## src/rtl/onehot_scoreboard_pkg.sv

```systemverilog
// Shared types and helpers for the one-hot busy scoreboard.
// The typedefs are sized for the default SIZE; the top module keeps SIZE at this value.
package onehot_scoreboard_pkg;

  localparam int SB_SIZE  = 3;
  localparam int SB_WIDTH = 1 << SB_SIZE;

  typedef logic [SB_SIZE-1:0] idx_t;
  typedef logic [SB_SIZE:0]   cnt_t;

  function automatic cnt_t popcount(input logic [SB_WIDTH-1:0] v);
    cnt_t c;
    c = '0;
    for (int i = 0; i < SB_WIDTH; i++) begin
      c = c + cnt_t'(v[i]);
    end
    return c;
  endfunction

endpackage

```

## src/rtl/onehot_scoreboard_decoder.sv

```systemverilog
// Enabled N-to-2^N one-hot decoder: all zeros when en is low.
module onehot_scoreboard_decoder #(
  parameter int SIZE = 3
) (
  input  logic                   en,
  input  logic [SIZE-1:0]        idx,
  output logic [(1<<SIZE)-1:0]   oh
);

  always_comb begin
    oh = '0;
    if (en) begin
      oh[idx] = 1'b1;
    end
  end

endmodule

```

## src/rtl/onehot_scoreboard.sv

```systemverilog
// Busy-bitmap scoreboard: set ports mark resources busy, clear ports release them,
// with registered popcount, full/empty status and sticky misuse flags.
module onehot_scoreboard
  import onehot_scoreboard_pkg::*;
#(
  parameter int SIZE      = SB_SIZE,
  parameter int WIDTH     = 1 << SIZE,
  parameter int SET_PORTS = 2,
  parameter int CLR_PORTS = 2,
  parameter int Q_PORTS   = 2
) (
  input  logic                      clk,
  input  logic                      rst_n,
  input  logic [SET_PORTS-1:0]      set_en,
  input  logic [SET_PORTS*SIZE-1:0] set_idx,
  input  logic [CLR_PORTS-1:0]      clr_en,
  input  logic [CLR_PORTS*SIZE-1:0] clr_idx,
  input  logic [Q_PORTS*SIZE-1:0]   q_idx,
  output logic [Q_PORTS-1:0]        q_busy,
  output logic [WIDTH-1:0]          mask,
  output logic [SIZE:0]             count,
  output logic                      full,
  output logic                      empty,
  output logic                      err_dup,
  output logic                      err_clr,
  input  logic                      err_clear
);

  localparam int FULL_W = 1 << SIZE;

  logic [FULL_W-1:0] set_oh  [SET_PORTS];
  logic [FULL_W-1:0] clr_oh  [CLR_PORTS];
  logic [WIDTH-1:0]  set_acc [SET_PORTS+1];
  logic [WIDTH-1:0]  clr_acc [CLR_PORTS+1];
  logic [WIDTH-1:0]  set_all;
  logic [WIDTH-1:0]  clr_all;

  logic [WIDTH-1:0]    mask_next;
  logic [SB_WIDTH-1:0] mask_wide;
  cnt_t                count_next;
  logic                dup_hit;
  logic                clr_hit;

  assign set_acc[0] = '0;
  assign clr_acc[0] = '0;

  // Decoded bits at or above WIDTH are dropped, so out-of-range indices are ignored.
  for (genvar p = 0; p < SET_PORTS; p++) begin : g_set
    onehot_scoreboard_decoder #(.SIZE(SIZE)) u_dec (
      .en  (set_en[p]),
      .idx (set_idx[p*SIZE +: SIZE]),
      .oh  (set_oh[p])
    );
    assign set_acc[p+1] = set_acc[p] | set_oh[p][WIDTH-1:0];
  end

  for (genvar p = 0; p < CLR_PORTS; p++) begin : g_clr
    onehot_scoreboard_decoder #(.SIZE(SIZE)) u_dec (
      .en  (clr_en[p]),
      .idx (clr_idx[p*SIZE +: SIZE]),
      .oh  (clr_oh[p])
    );
    assign clr_acc[p+1] = clr_acc[p] | clr_oh[p][WIDTH-1:0];
  end

  assign set_all = set_acc[SET_PORTS];
  assign clr_all = clr_acc[CLR_PORTS];

  // Set wins over clear on the same bit; a clear masked by a same-cycle set is not stray.
  always_comb begin
    mask_next            = (mask & ~clr_all) | set_all;
    mask_wide            = '0;
    mask_wide[WIDTH-1:0] = mask_next;
    count_next           = popcount(mask_wide);
    dup_hit              = |(set_all & mask);
    clr_hit              = |(clr_all & ~mask & ~set_all);
  end

  always_ff @(posedge clk) begin
    if (!rst_n) begin
      mask    <= '0;
      count   <= '0;
      full    <= 1'b0;
      empty   <= 1'b1;
      err_dup <= 1'b0;
      err_clr <= 1'b0;
    end else begin
      mask    <= mask_next;
      count   <= count_next;
      full    <= (count_next == cnt_t'(WIDTH));
      empty   <= (count_next == '0);
      err_dup <= dup_hit | (err_dup & ~err_clear);
      err_clr <= clr_hit | (err_clr & ~err_clear);
    end
  end

  for (genvar k = 0; k < Q_PORTS; k++) begin : g_query
    idx_t qi;
    assign qi        = q_idx[k*SIZE +: SIZE];
    assign q_busy[k] = (int'(qi) < WIDTH) ? mask[qi] : 1'b0;
  end

endmodule

```

## config.mk

```make
export PLATFORM = sky130hd
export DESIGN_NAME = onehot_scoreboard
export DESIGN_NICKNAME = d
export VERILOG_FILES = /design/src/rtl/onehot_scoreboard_pkg.sv /design/src/rtl/onehot_scoreboard_decoder.sv /design/src/rtl/onehot_scoreboard.sv
export SDC_FILE = /design/constraint.sdc
export NUM_CORES = 1
export LEC_CHECK = 0
export ABC_AREA = 1
export BUFFER_PORTS_ARGS = -buffer_cell sky130_fd_sc_hd__buf_4
export CORE_MARGIN = 4
export CORE_UTILIZATION = 40
export DETAILED_ROUTE_END_ITERATION = 6
export PLACE_DENSITY = 0.63
export SYNTH_ARGS = -nofsm -noshare
export SYNTH_HDL_FRONTEND = slang
export SYNTH_SLANG_ARGS = --single-unit
```

## constraint.sdc

```tcl
create_clock -name clk -period 5.3 [get_ports clk]
set_clock_uncertainty 0.15 [all_clocks]
set_input_delay 0.265 -clock clk [delete_from_list [all_inputs] [get_ports clk]]
set_output_delay 0.265 -clock clk [all_outputs]
set_load 0.02 [all_outputs]
```

==> results.sh, run 1 <==
export IMPL_status="finished clean"
export IMPL_drtAntennaViolNets=0
export IMPL_drt_total_wl_mm=3.453
export IMPL_port_buffers=42
export IMPL_crit_family="adder cells"
export IMPL_antenna_found_initial=0
export IMPL_fin_util_pct=55.84
export IMPL_grt_max_degree=14
export IMPL_finalSetupTns_ns=0
export IMPL_required_ns=5.38
export IMPL_cts_clk_slew_worst_paths_ns=0.10
export IMPL_vias_per_cell=4.520
export IMPL_grt_pass1_wl_mm=5.837
export IMPL_htreeDepth=1
export IMPL_hold_buffers=0
export IMPL_cp_max_fo=6
export IMPL_synth_top_area_share_pct=23.84
export IMPL_placed_area_sq_mm=0.001710
export IMPL_start_kind="flip-flop"
export IMPL_grt_overflow=0
export IMPL_first_pass_iters=4
export IMPL_ir_drop_mv=0.1849
export IMPL_layout_drive_gt1_share_pct=20.94
export IMPL_diodes=0
export IMPL_min_period_over_period_pct=64.28
export IMPL_cts_buffer_depth=2
export IMPL_syn_num_nets=264
export IMPL_route_vias_total=1451
export IMPL_gr_usage_all_layers_pct=17.00
export IMPL_crit_start="mask[0]$_SDFF_PN0_"
export IMPL_ios=43
export IMPL_cts_setup_buffers=0
export IMPL_synth_ff_type="dfxtp_1"
export IMPL_finalNetCount=310
export IMPL_yosysUniqueCellTypes=26
export IMPL_die_w_um=65.96
export IMPL_post_place_ws_ns=1.613
export IMPL_fin_ws_ns=1.893
export IMPL_dpl_hpwl_mm=2.981
export IMPL_synth_largest_area_cell="dfxtp_1"
export IMPL_setup_viol=0
export IMPL_rows=20
export IMPL_core_area_sq_mm=0.003128
export IMPL_drc=0
export IMPL_stdcell_area_sq_mm=0.001747
export IMPL_synthTopCellsByArea="dfxtp_1 24%, nand2_1 17%, inv_1 14%, nor2_1 11%, a21oi_1 7.1%"
export IMPL_crit_path_end_kind="flip-flop"
export IMPL_period_needed_ns=3.407
export IMPL_drt_iter0_markers=70
export IMPL_netlist_instances=232
export IMPL_drv_cap=0
export IMPL_grt_pass1_vias=1357
export IMPL_p_leak_nw=0.9791
export IMPL_min_delay_path_depth=2
export IMPL_clock_root_buffer="clkbuf_4"
export IMPL_multi_input_area_sq_um=828.3
export IMPL_arrival_ns=3.48
export IMPL_post_drt_wl_per_cell_um=10.76
export IMPL_cts_tree="yes"
export IMPL_max_freq_ghz=0.2935
export IMPL_slowest_delay_ns=0.49
export IMPL_syn_to_final_growth_pct=29.98
export IMPL_hold_viol=0
export IMPL_drv_slew=0
export IMPL_tightest_slew_ns=0.3994
export IMPL_synth_edf_count=0
export IMPL_ys_seq_area_share_pct=23.84
export IMPL_finalPower_mw=0.3941
export IMPL_regToRegStartpoint="mask[0]$_SDFF_PN0_"
export IMPL_hold_end="empty$_SDFF_PN1_"
export IMPL_cts_buffers=3
export IMPL_r2r_cells=13
export IMPL_relSlewSlack_pct=73.34
export IMPL_initial_core_util_pct=42.96
export IMPL_synth_area_sq_mm=0.001344
export IMPL_die_h_um=65.96
export IMPL_dieArea_sq_mm=0.004351
export IMPL_r2r_slack_ns=1.89
export IMPL_cp_cell_sequence="nand3_1 > nand2_1 > fa_1 > fa_1 > inv_1 > fa_1 > inv_1 > ha_1 > inv_1 > fa_1 > xor2_1 > nand3b_1 > o21ai_0"
export IMPL_ff_latch_area_sq_um=320.3
export IMPL_syn_area_per_cell_sq_um=5.792
export IMPL_synth_warnings=0
export IMPL_critPathBufInv=3
export IMPL_post_cts_resized=0
export IMPL_holdCritStartpoint="rst_n"
export IMPL_reg2reg_to="empty$_SDFF_PN1_"
export IMPL_clock_latency_ns=0.29
export IMPL_clkSinkCount=16
export IMPL_hold_class="primary input to flip-flop"
export IMPL_ys_async_sr_fraction_pct=0
export IMPL_cpMaxStageDelayCell="fa_1"
export IMPL_gp_congestion=0.8764
export IMPL_synth_ff_latch_count=16
export IMPL_nFillCells=331
export IMPL_path_common_cell="fa_1"
export IMPL_power_per_cell_area_mw_per_mm2=225.7
export IMPL_worstSetupPathType="flip-flop to flip-flop"
export IMPL_rsz0062_at_grt="false"
-- worst register-to-register path, stage by stage (launching register included) --
cell and delay (ns):
dfxtp_1 0.45, nand3_1 0.14, nand2_1 0.12, fa_1 0.41, fa_1 0.49, inv_1 0.05, fa_1 0.44, inv_1 0.06
ha_1 0.17, inv_1 0.06, fa_1 0.38, xor2_1 0.21, nand3b_1 0.11, o21ai_0 0.13
-- where the power goes --
| group | internal [mW] | switching (mW) | total (mW) |
|---|---|---|---|
| logic | 0.0730 | 0.0970 | 0.170 |
| registers | 0.135 | 0.00737 | 0.143 |
| clock network | 0.0418 | 0.0396 | 0.0814 |
| total | 0.250 | 0.144 | 0.394 |
-- cells in the mapped netlist, types with 2 or more instances --
cell / n
nand2_1: 60
o21ai_2: 3
dfxtp_1: 16
nand3_1: 9
nor2_2: 3
o22ai_1: 2
inv_1: 50
o21ai_0: 7
fa_1: 4
a32oi_1: 2
a21oi_1: 19
nor2_1: 41
ha_1: 3
-- layout make-up --
type | instances | share of cell area [%]
multi-input combinational | 164 | 47.42
sequential | 16 | 18.34
timing repair buffer | 42 | 18.05
inverter | 51 | 10.96
tap | 44 | 3.152
clock buffer | 4 | 2.077
-- state kept, by name, indices dropped and copies added, names as in the netlist --
signal	flops
count	4
err_clr	1
mask	8
full	1
err_dup	1
empty	1
-- cells by family (layout without fill, tap and decap cells) --
logic type,after synthesis,in the layout,synth area share (%)
adder cells (fa/ha/maj),7,7,8.753
AO/OA/AOI/OAI,37,37,16.02
XOR/XNOR,1,1,0.6519
buffers and inverters,52,97,14.52
flip-flops,16,16,23.84
AND/OR/NAND/NOR,119,119,36.22
-- worst max-delay path by stage --
stage | endpoint | slack [ns] | cells past startpoint
final | empty$_SDFF_PN1_ | 1.89 | 13
after floorplan | empty$_SDFF_PN1_ | 1.95 | 18
after detailed placement | empty$_SDFF_PN1_ | 1.61 | 17
after CTS | empty$_SDFF_PN1_ | 1.88 | 13
after global placement | empty$_SDFF_PN1_ | 1.67 | 17
after global routing | full$_SDFF_PN0_ | 1.56 | 13
-- placed cells by master (no fill, tap or decap) --
master	netlist	routed
or2_2	1	1
a22oi_1	1	1
nand3b_1	1	1
fa_1	4	4
nor2_1	41	41
o21ai_0	7	7
o21ai_1	1	1
nor3_1	1	1
nand2_2	1	1
dfxtp_1	16	16
o21ai_2	3	3
o21a_1	1	1
buf_4	0	42
inv_1	50	50
a21oi_2	1	1
clkbuf_4	0	3
clkbuf_8	0	1
nor2_2	3	3
o22ai_1	2	2
nand3_2	1	1
and2_4	1	1
a32oi_1	2	2
xor2_1	1	1
ha_1	3	3
a21oi_1	19	19
inv_2	1	1
nand3_1	9	9
nand2_1	60	60
-- metrics by stage --
step	hold slack (ns)	std cells
2_1_floorplan	0.1912	232
5_1_grt	0.02110	321
3_3_place_gp	0.3334	317
3_5_place_dp	0.3310	317
4_1_cts	0.02668	321
6_report	0.02665	321
-- per-layer routing --
layer | wire, um | GRT usage (%) | share of wire (%) | vias up
met4 | 0 | 0.7614 | 0 | 0
met3 | 219 | 3.741 | 6.3 | 0
met1 | 1702 | 23.90 | 49 | 617
met5 | 0 | 0 | 0 | -
met2 | 1531 | 28.04 | 44 | 35
li1 | - | - | - | 799
(Power assumes the default switching activity.)
==> inputs of run 2 (changes only) <==
--- a/config.mk
+++ b/config.mk
@@ -10,7 +10,7 @@
 export CORE_MARGIN = 4
 export CORE_UTILIZATION = 40
 export DETAILED_ROUTE_END_ITERATION = 6
-export PLACE_DENSITY = 0.63
+export PLACE_DENSITY = 0.66
 export SYNTH_ARGS = -nofsm -noshare
 export SYNTH_HDL_FRONTEND = slang
 export SYNTH_SLANG_ARGS = --single-unit
==> constraint.sdc (replaced) <==
create_clock -name clk -period 2.8 [get_ports clk]
set_clock_uncertainty 0.15 [all_clocks]
set_input_delay 0.14 -clock clk [delete_from_list [all_inputs] [get_ports clk]]
set_output_delay 0.14 -clock clk [all_outputs]
set_load 0.02 [all_outputs]
==> run 2 against run 1 <==
  * The flow now finishes with violations (setup timing)
  * Combinational power rose to 2.8 times the previous value
  * Largest cell class unchanged
  * Sequential cell count did not move
  * Core utilization rose by 15 points
  * Maximum frequency rose by 5.5%
  * Critical path type unchanged
  * Global-route usage rose by 2.5 points
  * Largest power group unchanged
  * Highest routed layer is now met4
  * First-iteration DRC count rose by 1.4%
  * Hold slack improved by 0.12 ns
  * Final cell count rose by 13%
==> results.sh, run 2 (same netlist as run 1, synthesis figures left out) <==
export IMPL_status="finished with violations"
export IMPL_violations="setup timing"
export IMPL_grt_max_degree=14
export IMPL_layout_common_cells="81 x buf_4, 47 x nand2_1, 42 x inv_1"
export IMPL_grt_pass1_vias=1590
export IMPL_worstSetupPathType="flip-flop to flip-flop"
export IMPL_period_needed_ns=3.230
export IMPL_switching_share_pct=37.92
export IMPL_gr_usage_all_layers_pct=19.52
export IMPL_max_freq_ghz=0.3096
export IMPL_die_w_um=65.96
export IMPL_hold_class="primary input to flip-flop"
export IMPL_min_period_over_period_pct=115.4
export IMPL_antenna_found_initial=0
export IMPL_nFillCells=283
export IMPL_drtAntennaViolNets=0
export IMPL_route_vias_total=1641
export IMPL_reg2reg_to="full$_SDFF_PN0_"
export IMPL_drv_cap=0
export IMPL_cts_tree="yes"
export IMPL_largest_register="mask"
export IMPL_grt_overflow=0
export IMPL_vias_per_cell=4.533
export IMPL_path_common_cell="inv_2"
export IMPL_cpMaxStageDelayCell="fa_2"
export IMPL_fin_cells=362
export IMPL_slowest_delay_ns=0.52
export IMPL_cp_cell_sequence="nand2_4 > nand2_4 > fa_1 > fa_1 > inv_2 > fa_2 > inv_2 > ha_4 > inv_2 > fa_2 > nand3b_1 > nor3_2"
export IMPL_grt_pass1_wl_mm=6.720
export IMPL_rsz0062_at_grt="true"
export IMPL_power_per_cell_area_mw_per_mm2=394.5
export IMPL_clock_root_buffer="clkbuf_4"
export IMPL_port_buffers=42
export IMPL_syn_to_final_growth_pct=63.78
export IMPL_initial_core_util_pct=42.96
export IMPL_layout_commonest_cell="buf_4"
export IMPL_dp_cells=354
export IMPL_diodes=0
export IMPL_hold_viol=0
export IMPL_drc=0
export IMPL_rows=20
export IMPL_arrival_ns=3.29
export IMPL_cts_buffers=3
export IMPL_holdWs_ns=0.1504
export IMPL_drt_iter0_markers=71
export IMPL_start_kind="flip-flop"
export IMPL_p_int_mw=0.5390
export IMPL_gp_congestion=0.8502
export IMPL_die_h_um=65.96
export IMPL_relSlewSlack_pct=68.50
export IMPL_tightest_slew_ns=0.4719
export IMPL_finalNetCount=352
export IMPL_fin_ws_ns=-0.4305
export IMPL_htreeDepth=1
export IMPL_largest_register_ffs=8
export IMPL_drv_slew=0
export IMPL_holdCritStartpoint="err_clear"
export IMPL_setup_viol=5
export IMPL_cts_buffer_depth=2
export IMPL_fin_util_pct=70.36
export IMPL_r2r_slack_ns=-0.43
export IMPL_reg_largest_list="mask: 8 flops, count: 4 flops"
export IMPL_seqPwrFrac_pct=30.9
export IMPL_clkPwrFrac_pct=14.1
export IMPL_clock_latency_ns=0.29
export IMPL_dpl_hpwl_mm=3.305
export IMPL_ios=43
export IMPL_ir_drop_mv=0.4021
export IMPL_p_leak_nw=1.193
export IMPL_dieArea_sq_mm=0.004351
export IMPL_cp_max_fo=2
export IMPL_clkSinkCount=16
export IMPL_post_drt_wl_per_cell_um=11.35
export IMPL_p_comb_share_pct=55.0
export IMPL_regToRegStartpoint="mask[3]$_SDFF_PN0_"
export IMPL_core_area_sq_mm=0.003128
export IMPL_layout_drive_gt1_share_pct=43.08
export IMPL_first_pass_iters=4
export IMPL_required_ns=2.86
export IMPL_r2r_cells=12
export IMPL_hold_end="err_dup$_SDFF_PN0_"
export IMPL_crit_path_end_kind="flip-flop"
export IMPL_switchingPower_mw=0.3292
export IMPL_cts_clk_slew_worst_paths_ns=0.10
export IMPL_drt_total_wl_mm=4.109
export IMPL_min_delay_path_depth=6
[run 2: changes by cell type in the layout (fill, tap and decap cells not counted), moves of 4 or more]
cell,before,now
nor2_2,3,8
inv_1,50,42
nor2_1,41,33
nand2_2,1,10
nand2_4,0,4
nand2_1,60,47
inv_2,1,9
buf_4,42,81
[run 2: power groups by stage]
stage	registers [mW]	logic [mW]	clock network, mW
2_1_floorplan	0.310	0.175	0
3_3_place_gp	0.273	0.394	0
3_5_place_dp	0.274	0.400	0
4_1_cts	0.268	0.434	0.122
5_1_grt	0.272	0.529	0.136
6_report	0.268	0.477	0.123
[run 2: area by class of cell]
type / count / area (sq um) / share of cell area (%)
clock buffer: 3 / 22.52 / 1.023
inverter: 51 / 191.4 / 8.698
multi-input combinational: 164 / 962.2 / 43.72
sequential: 16 / 329.1 / 14.95
tap: 44 / 55.05 / 2.501
timing repair buffer: 84 / 640.6 / 29.11
[run 2: worst max-delay path, delay by kind of cell (launching register included)]
kind	cells	cell delay [ns]
fa+ha+maj	5	2.06
simple gates	4	0.42
flops	1	0.37
buf+inv	3	0.14
[run 2: what timing repair did]
item | CTS | global route
endpoints found under the setup margin | 5 | 6
pin swaps | 6 | 7
gates resized for setup | 8 | 12
hold buffers | 1 | 0
setup buffers | 3 | 1
endpoints found under the hold margin | 3 | 0
[run 2: worst max-delay path by stage]
stage | from | depth (start not counted) | endpoint | slack, ns
after global routing | mask[1]$_SDFF_PN0_ | 13 | full$_SDFF_PN0_ | -0.61
after CTS | mask[1]$_SDFF_PN0_ | 12 | empty$_SDFF_PN1_ | -0.37
after detailed placement | clr_en[0] | 17 | full$_SDFF_PN0_ | -0.68
final | mask[3]$_SDFF_PN0_ | 12 | full$_SDFF_PN0_ | -0.43
after floorplan | clr_idx[2] | 16 | full$_SDFF_PN0_ | -0.33
after global placement | clr_en[1] | 17 | full$_SDFF_PN0_ | -0.61
[run 2: through the flow]
step	setup TNS, ns	power [mW]	cell area (sq um)	setup slack [ns]
floorplan	-1.052	0.4849	1425	-0.3268
global placement	-2.675	0.6663	2069	-0.6077
detailed placement	-3.067	0.6741	2069	-0.6782
CTS	-1.501	0.8247	2157	-0.3694
global route	-2.511	0.9365	2201	-0.6116
finish	-1.718	0.8682	2201	-0.4305
[run 2: metal layers]
| metal | global-route usage, % | up-vias | share of wire (%) |
|---|---|---|---|
| li1 | - | 882 | - |
| met1 | 24.09 | 711 | 44 |
| met2 | 36.30 | 46 | 50 |
| met3 | 3.231 | 2 | 5.6 |
| met4 | 2.284 | 0 | 0.41 |
| met5 | 0 | - | 0 |
